<file path="src/rtl/grant_burst_pkg.sv">
// Shared types and helpers for the grant-driven burst controller.
package grant_burst_pkg;

  typedef enum logic {
    IDLE = 1'b0,
    XFER = 1'b1
  } gb_state_t;

  // A zero length still moves one beat; anything past the legal maximum is cut to it.
  function automatic int unsigned clamp_len(input int unsigned len, input int unsigned max_beats);
    if (len == 0) begin
      return 1;
    end else if (len > max_beats) begin
      return max_beats;
    end else begin
      return len;
    end
  endfunction

endpackage

</file>
<file path="src/rtl/grant_burst_ctrl_enc.sv">
// Lowest-set-bit encoder for the arbiter grant, with a flag for multi-hot input.
module onehot_lsb_encoder #(
  parameter int AGENTS = 8,
  localparam int IDX_W = (AGENTS > 1) ? $clog2(AGENTS) : 1
) (
  input  logic [AGENTS-1:0] vec_i,
  output logic [IDX_W-1:0]  idx_o,
  output logic              any_o,
  output logic              multi_o
);

  // Scanning from the top down lets the lowest set bit win.
  always_comb begin
    idx_o = '0;
    for (int i = AGENTS - 1; i >= 0; i--) begin
      if (vec_i[i]) idx_o = IDX_W'(i);
    end
  end

  assign any_o   = |vec_i;
  assign multi_o = |(vec_i & (vec_i - AGENTS'(1)));

endmodule

</file>
<file path="src/rtl/grant_burst_ctrl.sv">
// Latches the arbiter's winner and moves its burst onto one shared valid/ready channel.
module grant_burst_ctrl
  import grant_burst_pkg::*;
#(
  parameter int AGENTS    = 8,
  parameter int DATA_W    = 32,
  parameter int MAX_BEATS = 16,
  localparam int LEN_W    = $clog2(MAX_BEATS + 1),
  localparam int IDX_W    = (AGENTS > 1) ? $clog2(AGENTS) : 1
) (
  input  logic                     clock,
  input  logic                     reset,
  input  logic [AGENTS-1:0]        agent_req,
  output logic [AGENTS-1:0]        arb_req,
  input  logic [AGENTS-1:0]        g,
  input  logic [AGENTS*LEN_W-1:0]  agent_len,
  input  logic [AGENTS*DATA_W-1:0] agent_data,
  input  logic [AGENTS-1:0]        agent_valid,
  output logic [AGENTS-1:0]        agent_ready,
  output logic                     out_valid,
  output logic [DATA_W-1:0]        out_data,
  output logic [IDX_W-1:0]         out_owner,
  output logic                     out_last,
  input  logic                     out_ready,
  output logic                     busy,
  output logic                     grant_err,
  output gb_state_t                dbg_state
);

  // Channel handshake: a beat moves on any cycle where out_valid and out_ready are both high;
  // out_valid mirrors the owner's agent_valid and the owner's agent_ready mirrors out_ready.

  gb_state_t         state_q, state_d;
  logic [IDX_W-1:0]  owner_q, owner_d;
  logic [LEN_W-1:0]  remaining_q, remaining_d;
  logic              grant_err_q, grant_err_d;

  logic [IDX_W-1:0]  enc_idx;
  logic              enc_any;
  logic              enc_multi;

  logic [LEN_W-1:0]  len_a  [AGENTS];
  logic [DATA_W-1:0] data_a [AGENTS];

  for (genvar i = 0; i < AGENTS; i++) begin : g_slice
    assign len_a[i]  = agent_len[i*LEN_W +: LEN_W];
    assign data_a[i] = agent_data[i*DATA_W +: DATA_W];
  end

  onehot_lsb_encoder #(.AGENTS(AGENTS)) u_enc (
    .vec_i   (g),
    .idx_o   (enc_idx),
    .any_o   (enc_any),
    .multi_o (enc_multi)
  );

  always_ff @(posedge clock or negedge reset) begin
    if (!reset) begin
      state_q     <= IDLE;
      owner_q     <= '0;
      remaining_q <= '0;
      grant_err_q <= 1'b0;
    end else begin
      state_q     <= state_d;
      owner_q     <= owner_d;
      remaining_q <= remaining_d;
      grant_err_q <= grant_err_d;
    end
  end

  always_comb begin
    state_d     = state_q;
    owner_d     = owner_q;
    remaining_d = remaining_q;
    grant_err_d = 1'b0;
    arb_req     = '0;
    agent_ready = '0;
    out_valid   = 1'b0;
    out_data    = '0;
    out_last    = 1'b0;
    case (state_q)
      IDLE: begin
        arb_req = agent_req;
        if (enc_any) begin
          owner_d     = enc_idx;
          remaining_d = LEN_W'(clamp_len(32'(len_a[enc_idx]), MAX_BEATS));
          grant_err_d = enc_multi;
          state_d     = XFER;
        end
      end
      XFER: begin
        // Requests stay masked here, so the arbiter's stale grant is simply not looked at.
        out_valid            = agent_valid[owner_q];
        out_data             = data_a[owner_q];
        agent_ready[owner_q] = out_ready;
        out_last             = (remaining_q == LEN_W'(1));
        if (out_valid && out_ready) begin
          remaining_d = remaining_q - LEN_W'(1);
          if (remaining_q == LEN_W'(1)) state_d = IDLE;
        end
      end
      default: state_d = IDLE;
    endcase
  end

  assign out_owner = owner_q;
  assign busy      = (state_q == XFER);
  assign grant_err = grant_err_q;
  assign dbg_state = state_q;

endmodule

</file>
<file path="config.mk">
export PLATFORM = sky130hd
export DESIGN_NAME = grant_burst_ctrl
export DESIGN_NICKNAME = d
export VERILOG_FILES = /design/src/rtl/grant_burst_pkg.sv /design/src/rtl/grant_burst_ctrl_enc.sv /design/src/rtl/grant_burst_ctrl.sv
export SDC_FILE = /design/constraint.sdc
export NUM_CORES = 1
export LEC_CHECK = 0
export CAP_MARGIN = 20
export CORE_AREA = 2 2 145 147
export DETAILED_ROUTE_END_ITERATION = 10
export DIE_AREA = 0 0 147 149
export PLACE_DENSITY_LB_ADDON = 0.1
export SETUP_SLACK_MARGIN = 0.5
export SLEW_MARGIN = 20
export SYNTH_ARGS = -nofsm -noshare
export SYNTH_HDL_FRONTEND = slang
export SYNTH_SLANG_ARGS = --single-unit
export TNS_END_PERCENT = 30
</file>
<file path="constraint.sdc">
create_clock -name clock -period 5.7 [get_ports clock]
set_clock_uncertainty 0.15 [all_clocks]
set_input_delay 1.14 -clock clock [delete_from_list [all_inputs] [get_ports clock]]
set_output_delay 1.14 -clock clock [all_outputs]
set_load 0.1 [all_outputs]
</file>
==> results of run 1 <==
[metal layers]
metal / global-route usage, % / vias to the layer above
li1: - / 2597
met1: 23.49 / 2338
met2: 34.81 / 184
met3: 4.220 / 14
met4: 4.231 / 0
met5: 0 / -
[metrics by stage]
step | util, % | hold WS, ns
floorplan | - | 0.3548
global route | 36.61 | 0.4298
CTS | 36.56 | 0.3953
global placement | 36.13 | 0.3811
detailed placement | 36.13 | 0.3863
finish | 36.61 | 0.3922
[layout by cell type, fill, tap and decap left out, drive strengths merged, types with 3 or more instances in the layout]
cell and count:
mux4 4, a221oi 4, buf 45, nor3 8, a221o 4, o22a 3, a31oi 4, and2 3
inv 7, nor2b 10, nand2b 8, a22oi 4, nand3 8, clkdlybuf4s50 340, o22ai 42, dfrtp 10
nand2 15, mux2i 117, a21oi 43, clkbuf 4, diode 4, o21ai 19, nor2 136
[cell type report]
class	count	area (um^2)	area share [%]
flip-flops and latches	10	256.5	3.408
diodes	4	10.01	0.1330
multi-input cells	458	3055	40.60
inverters	8	30.03	0.3990
well taps	275	344.1	4.572
clock buffers	4	88.84	1.180
repair buffers	385	3741	49.71
[power groups by stage]
stage	clock [uW]	combinational [uW]	sequential, uW
5_1_grt	148	3020	194
6_report	140	2870	183
3_5_place_dp	0	2890	184
4_1_cts	143	2900	183
3_3_place_gp	0	2890	186
2_1_floorplan	0	2150	167
[cell usage after synthesis, drive strengths merged, types with 2 or more instances]
cell type  count
a211oi         2
nor2         136
nor3           8
nand2         15
o21ai         19
a21boi         2
o31ai          2
inv            7
a211o          2
and2           3
a221o          4
nand3          8
nor2b         10
a22oi          4
nor4           2
buf           22
o221ai         2
nand2b         8
ha             2
o22a           3
o22ai         42
mux2i        117
a31oi          4
a21oi         43
or4            2
a221oi         4
clkbuf        25
mux4           4
dfrtp         10
[worst max-delay path, stage by stage]
cell and delay [ns]:
sky130_fd_sc_hd__clkdlybuf4s50_1 0.46, sky130_fd_sc_hd__mux4_2 0.48, sky130_fd_sc_hd__mux2i_1 0.14, sky130_fd_sc_hd__nor2_1 0.05
sky130_fd_sc_hd__clkdlybuf4s50_1 0.96
[sequential cells by signal, summed over array words and instances, names as in the netlist]
name	flops
out_owner	3
busy	1
remaining_q	5
grant_err	1
[kinds of logic (layout without fill, tap and decap cells)]
kind of cell             count (synthesis)  after routing  share of synthesized area, %
multiplexers                           122            122                         35.82
other                                    0              4                             0
flip-flops                              10             10                         7.045
AND/OR/NAND/NOR                        197            197                         24.87
adder cells (fa/ha/maj)                  2              2                        0.7044
AO/OA/AOI/OAI                          137            137                         24.55
buffers and inverters                   55            397                         7.009
[path summary, 6_finish.rpt]
kind	to	slack [ns]	cells after the start
worst max-delay path	out_data[31]	1.17	5
worst min-delay path	remaining_q[1]	0.39	1
worst max register to register	remaining_q[0]	2.49	7
worst min register to register	remaining_q[1]	0.39	1
max in group asynchronous	out_owner[0]	3.97	1
min in group asynchronous	remaining_q[3]	1.07	1
==> results summary, run 1 <==
The number of nets in the synthesized netlist came out at approximately 850. The number of instances in the placed design is 1136. Data on the critical path is required at its endpoint by between 4 and 5 ns.

The placed instances occupy a cell area of between 0.007 and 0.008 mm^2. The sum of routed wire length over all layers is 22590 um. In this run, synthesis produced a sequential element count of 10. In the final design database the tool counted approximately 1200 nets. The number of sinks on the clock net is 10.

The startpoint identified for the worst register-to-register timing path is out_owner[0]. The fraction of layout instances using a drive strength above 1 is 7.746%. In this run the clock root is driven by a sky130_fd_sc_hd__clkbuf_16. The number of H-tree branching levels is 1. Of all nets on the critical path, the largest fanout is 2. The non-filler instance count after layout is between 1000 and 1500.

The final antenna-violating net count is 0. The first detailed-routing pass took 4 iterations. The met1 routed wirelength after detailed routing came out at roughly 9300 um. The region available for standard cell placement spans 0.02056 mm^2.

The highest layer touched by signal routing is met4. The combinational group share of total power is 89.9%. The total internal power is roughly 1100 uW.

The clock network burns 4.4% of the power. The via count came out at just over 5000. The placed wire-length estimate after detailed placement is ~18000 um. The number of antenna violations at the first check in global routing came out at 4. The data arrival time of the critical path came out at 3.24 ns.

The fmax came out at between 0.2 and 0.25 GHz. STA classifies the critical path startpoint as an input port. Once the floorplan was initialized, standard cells occupied ~17% of the core. Entering global routing, the biggest net connects 48 pins. The worst hold path belongs to the class flip-flop to flip-flop. The portion of the post-synthesis area used by sequential elements came out at 7.045%. The overall power of the completed layout came out at 3192 uW.

The most critical setup path has its startpoint at agent_data[95]. The first-pass GRT wire length is between 30000 and 40000 um. The number of warning messages in the yosys log is 0.

The number of cells produced by synthesis came out at between 500 and 600. After clock tree synthesis, the setup repair step added 0 buffers. Setup repair after global routing left no endpoint under its margin. The die outline height is 149 um. Detailed routing placed a total of about 1500 um of wire on met3.

The mean area per synthesized cell came out at roughly 6.8 um^2. The quantity of gates resized following cts came out at 0. The number of buffers created by CTS is 3. For this run the aggregate overflow at the end of global routing stands at 0.

The part of the power in registers came out at 5.7%. The final routed DRC violation total came out at 0. The final period utilization is around 79%. The met2 wire length is 11470 um. Of all flip-flops after synthesis, the portion carrying an async set or reset was 100.0%.

The number of pins exceeding their max-slew limit in the final report came to 0. The cell taking the most area after synthesis is sky130_fd_sc_hd__mux2i_1. The net switching component of the power came out at between 2000 and 2500 uW. Dividing the detail-routed wire length by the instance count gives 19.75 um. The transition time of the tightest slew-check pin came out at just over 1 ns. Setup slack closes at between 1 and 1.5 ns. The number of port buffers is 378. The peak ir drop on the vdd network is ~0.00018 V. The switching part of the total power is 66.83%. The later-pin clock latency in the skew report came out at approximately 0.24 ns. The number of standard-cell rows in the floorplan is between 50 and 60. The area fraction of the dominant cell type after synthesis came out at 32.97%. The final critical-path required period came out at between 4 and 5 ns. STA classifies the critical path endpoint as an output port. The setup path with the least slack is of type input port to output port. The signed area change from the synthesized netlist to the final layout came out at 111.9%. The count of hold-fix buffers inserted at cts is 0. The mean number of vias per cell is ~4.5.

The number of filler cells placed in the layout came out at approximately 2200. The number of buffers on the longest clock path came out at 2. In the global route stage, overall resource usage came out at just under 20%. The flow ran to the end, and the final reports show no timing, DRC or antenna violations. TritonCTS built the clock tree. The floorplan die width came out at around 150 um. The number of hold violations in the final report came out at 0. The worst hold path begins at remaining_q[1]. The worst-case setup slack after placement came out at 1.173 ns. The number of distinct library cell variants in the gate-level netlist after synthesis came out at between 40 and 50. Adding up every negative setup slack in the final design gives 0 ns. The analysis attributes to cell leakage a power of about 0.0027 uW. The number of global-route vias before repair was about 5000. Sorting the synthesized cells by area gives the leading types as sky130_fd_sc_hd__mux2i_1 (33%), sky130_fd_sc_hd__nor2_1 (14%), sky130_fd_sc_hd__o22ai_1 (7.4%). The cell area after layout came out at about 0.0075 mm^2. The placer congestion estimate is between 0.8 and 0.9.

The worst slew margin relative to its limit is about a third. The area of the die is 0.02190 mm^2. The detailed router's first-iteration violation count came out at between 100 and 150.

The count of endpoints failing setup in the final report came out at 0. The tool flagged a number of max-cap violations equal to 0. The synthesized netlist occupies a cell area of 0.003552 mm^2. Clock-pin slew was measured on the worst setup and hold paths at approximately 0.040 ns. The I/O pin count came out at about 380. The count of flip-flops with a built-in enable after synthesis came out at 0. The power per standard cell area came out at roughly 420 mW/mm^2. The prevailing post-synth register cell is sky130_fd_sc_hd__dfrtp_1.
No activity file was read; power rests on OpenSTA's default activity.
==> inputs of run 2 (changes only) <==
clock period = 4.4 ns   (was 5.7 ns; I/O delays follow)
==> run 2 against run 1 <==
Compared with the run above:
- sequential share of layout area shrank 0.20 points
- wire length shrank 0.57%
- first-iteration DRC count grew 62%
- largest cell class unchanged
- design area grew 6.4%
- flip-flop and latch count is the same
- non-clock buffer count grew 5
- core utilization grew 2.3 points
- cell count grew 0.26%
- clock power grew 30%
- die area is the same
==> results summary, run 2 (synthesis gave the netlist of run 1 again) <==
The floorplan die width is 147 um (unchanged). In this run the clock root is driven by a sky130_fd_sc_hd__clkbuf_16. In the layout the commonest cells are sky130_fd_sc_hd__clkdlybuf4s50_1 (326), sky130_fd_sc_hd__nor2_1 (127), sky130_fd_sc_hd__mux2i_1 (117). The via count was 5156 (+0.45%). The worst slew margin relative to its limit came out at 29.41% (-2.4 points). The worst path uses 81.35% of the clock period.

The standard cell core area is 0.02056 mm^2 (unchanged). The post-CTS clock slew at the launch and capture registers of the worst setup and hold paths came out at 0.04 ns (about the same). The most heavily used metal layer in global routing is met2. The total iterations of the first detailed-routing run was 4 (unchanged). The I/O pin count was 379 (unchanged).

The number of pins exceeding their max-slew limit in the final report came out at 0 (unchanged). TritonCTS built the clock tree. In this run the critical register-to-register path is captured at remaining_q[0]. The detailed router's first-iteration violation count came out at 222 (+62%).

The worst-case setup slack after placement came to 0.8081 ns (-0.3649 ns). The worst setup path is of the flip-flop to output port kind. The worst setup path is launched from a flip-flop.

The placer congestion estimate came out at 0.7726 (-6.1%). The area of the die is 0.02190 mm^2 (unchanged). The launch instance of the worst min-delay path is remaining_q[1]. The fraction of layout instances using a drive strength above 1 came out at 11.26% (+3.5 points). The number of antenna violations at the first check in global routing is 2 (-2). The signed area change from the synthesized netlist to the final layout is 125.3%. The path class of the tightest hold or removal check is flip-flop to flip-flop. The count of hold-fix buffers inserted at cts is 0 (unchanged). The met2 global-route usage is 34.84% (about the same). The number of standard-cell rows in the floorplan is 53 (unchanged). The fmax came out at between 0.2 and 0.3 GHz. The number of buffers on the longest clock path is 2 (unchanged). The first-pass GRT wire length is 32450 um (about the same). The peak ir drop on the vdd network came to 0.0002568 V (+43%). The post-CTS setup repair buffer count is 0 (unchanged). The number of H-tree branching levels came out at 1 (unchanged). The final routed DRC violation total is 0 (unchanged). The final antenna-violating net count was 0 (unchanged). The pin count of the biggest net entering global routing is 49 (+2.1%). The max capacitance violation total came out at 0 (unchanged). The number of flip-flops in the largest register was 5 (unchanged). The number of sinks on the clock net is 10 (unchanged).

The mean number of vias per cell is 4.495 (+0.19%). The later-pin clock latency in the skew report came out at 0.24 ns (about the same). The register-to-register setup slack is 1.33 ns (-1.16 ns). The required arrival time at the worst endpoint is 3.37 ns (-1.04 ns).

The count of endpoints failing setup in the final report is 0 (unchanged). The library cell used most frequently in the layout, excluding fill and tap cells, is sky130_fd_sc_hd__clkdlybuf4s50_1. The setup slack after layout is 0.8206 ns (-0.3484 ns).

The post-route core utilization is 38.93% (+2.3 points). STA classifies the critical path endpoint as an output port. The sum of routed wire length over all layers came to 22470 um (-0.57%). The number of instances on the worst hold path is 1 (unchanged).

The power per standard cell area came out at 597.3 mW/mm^2 (+41%). The quantity of gates resized following cts is 0 (unchanged). The number of buffers created by CTS is 3 (unchanged). The maximum net fanout on the critical path is 22 (+20). The global router's overall resource usage came out at 19.24% (-0.027 points). The global-route met1 utilization is 23.98% (+0.48 points). The number of port buffers came out at 378 (unchanged).

The path with the worst hold slack has its endpoint at remaining_q[1]. The total negative slack for setup checks was 0 ns (unchanged). The flow ran to the end, and the final reports show no timing, DRC or antenna violations.

The final critical-path required period came out at between 3 and 4 ns. The worst reg2reg path startpoint is busy. The reported leakage power is 0.002939 uW (+7.6%).

The routed wirelength normalized by instance count came out at 19.59 um (-0.83%). The number of global-route vias before repair was 5127 (+0.12%). The die outline height came out at 149 um (unchanged).

Setup repair after global routing left no endpoint under its margin. The transition time of the tightest slew-check pin came to 1.056 ns (+0.03701 ns). The placed wire-length estimate after detailed placement came out at 18560 um (+3.3%). The met3 usage in global routing came out at 3.823% (-0.40 points). The data arrival time of the critical path came out at 2.55 ns (-0.69 ns). The total global routing overflow is 0 (unchanged). The initial core utilization is 17.28% (unchanged). The path depth of the worst reg2reg path was 6 (-1).

The number of hold violations in the final report came out at 0 (unchanged). Ranked by flip-flop count, first place goes to remaining_q. The number of nets in the finished design came out at 1196 (+0.42%).
run 2: cell type report:
class / instances / area (um^2)
Antenna cell: 2 / 5.005
Clock buffer: 4 / 88.84
Fill cell: 2124 / 12550
Inverter: 8 / 30.03
Multi-Input combinational cell: 458 / 3136
Sequential cell: 10 / 256.5
Tap cell: 275 / 344.1
Timing Repair Buffer: 390 / 4144
run 2: stage by stage:
step | cell area, um^2 | std cells | hold WS, ns | total power [uW]
6_report | 8004 | 1147 | 0.3825 | 4781
5_1_grt | 8004 | 1147 | 0.4003 | 5004
4_1_cts | 7999 | 1145 | 0.3829 | 4828
3_5_place_dp | 7910 | 1141 | 0.3741 | 4636
3_3_place_gp | 7910 | 1141 | 0.3799 | 4648
2_1_floorplan | 3632 | 523 | 0.3548 | 3057
run 2: report_power, final:
part,switching [uW],internal (uW),total [uW]
sequential,77.6,126,203
combinational,2780,1610,4390
clock,45.6,137,182
run 2: layer usage:
metal / vias to the layer above / wire length, um / share of wire, %
li1: 2609 / - / -
met1: 2319 / 9147 / 41
met2: 213 / 11290 / 50
met3: 15 / 1709 / 7.6
met4: 0 / 313 / 1.4
met5: - / 0 / 0
run 2: how the worst max path moves through the flow:
stage / cells after the start / end / slack (ns) / from
after floorplan: 8 / out_data[11] / -0.13 / out_owner[2]
after global placement: 8 / remaining_q[4] / 0.81 / g[2]
after detailed placement: 8 / remaining_q[0] / 0.81 / g[2]
after CTS: 6 / out_data[28] / 0.73 / out_owner[2]
after global routing: 9 / out_data[7] / 0.65 / out_owner[1]
final: 6 / out_data[28] / 0.82 / out_owner[2]
run 2: critical path, cell delays in order, from the launching register on:
cell and delay (ns):
sky130_fd_sc_hd__dfrtp_2 0.53, sky130_fd_sc_hd__nand2_1 0.68, sky130_fd_sc_hd__buf_4 0.44, sky130_fd_sc_hd__o22ai_1 0.19
sky130_fd_sc_hd__nor2_1 0.08, sky130_fd_sc_hd__nor2_1 0.17, sky130_fd_sc_hd__buf_12 0.21
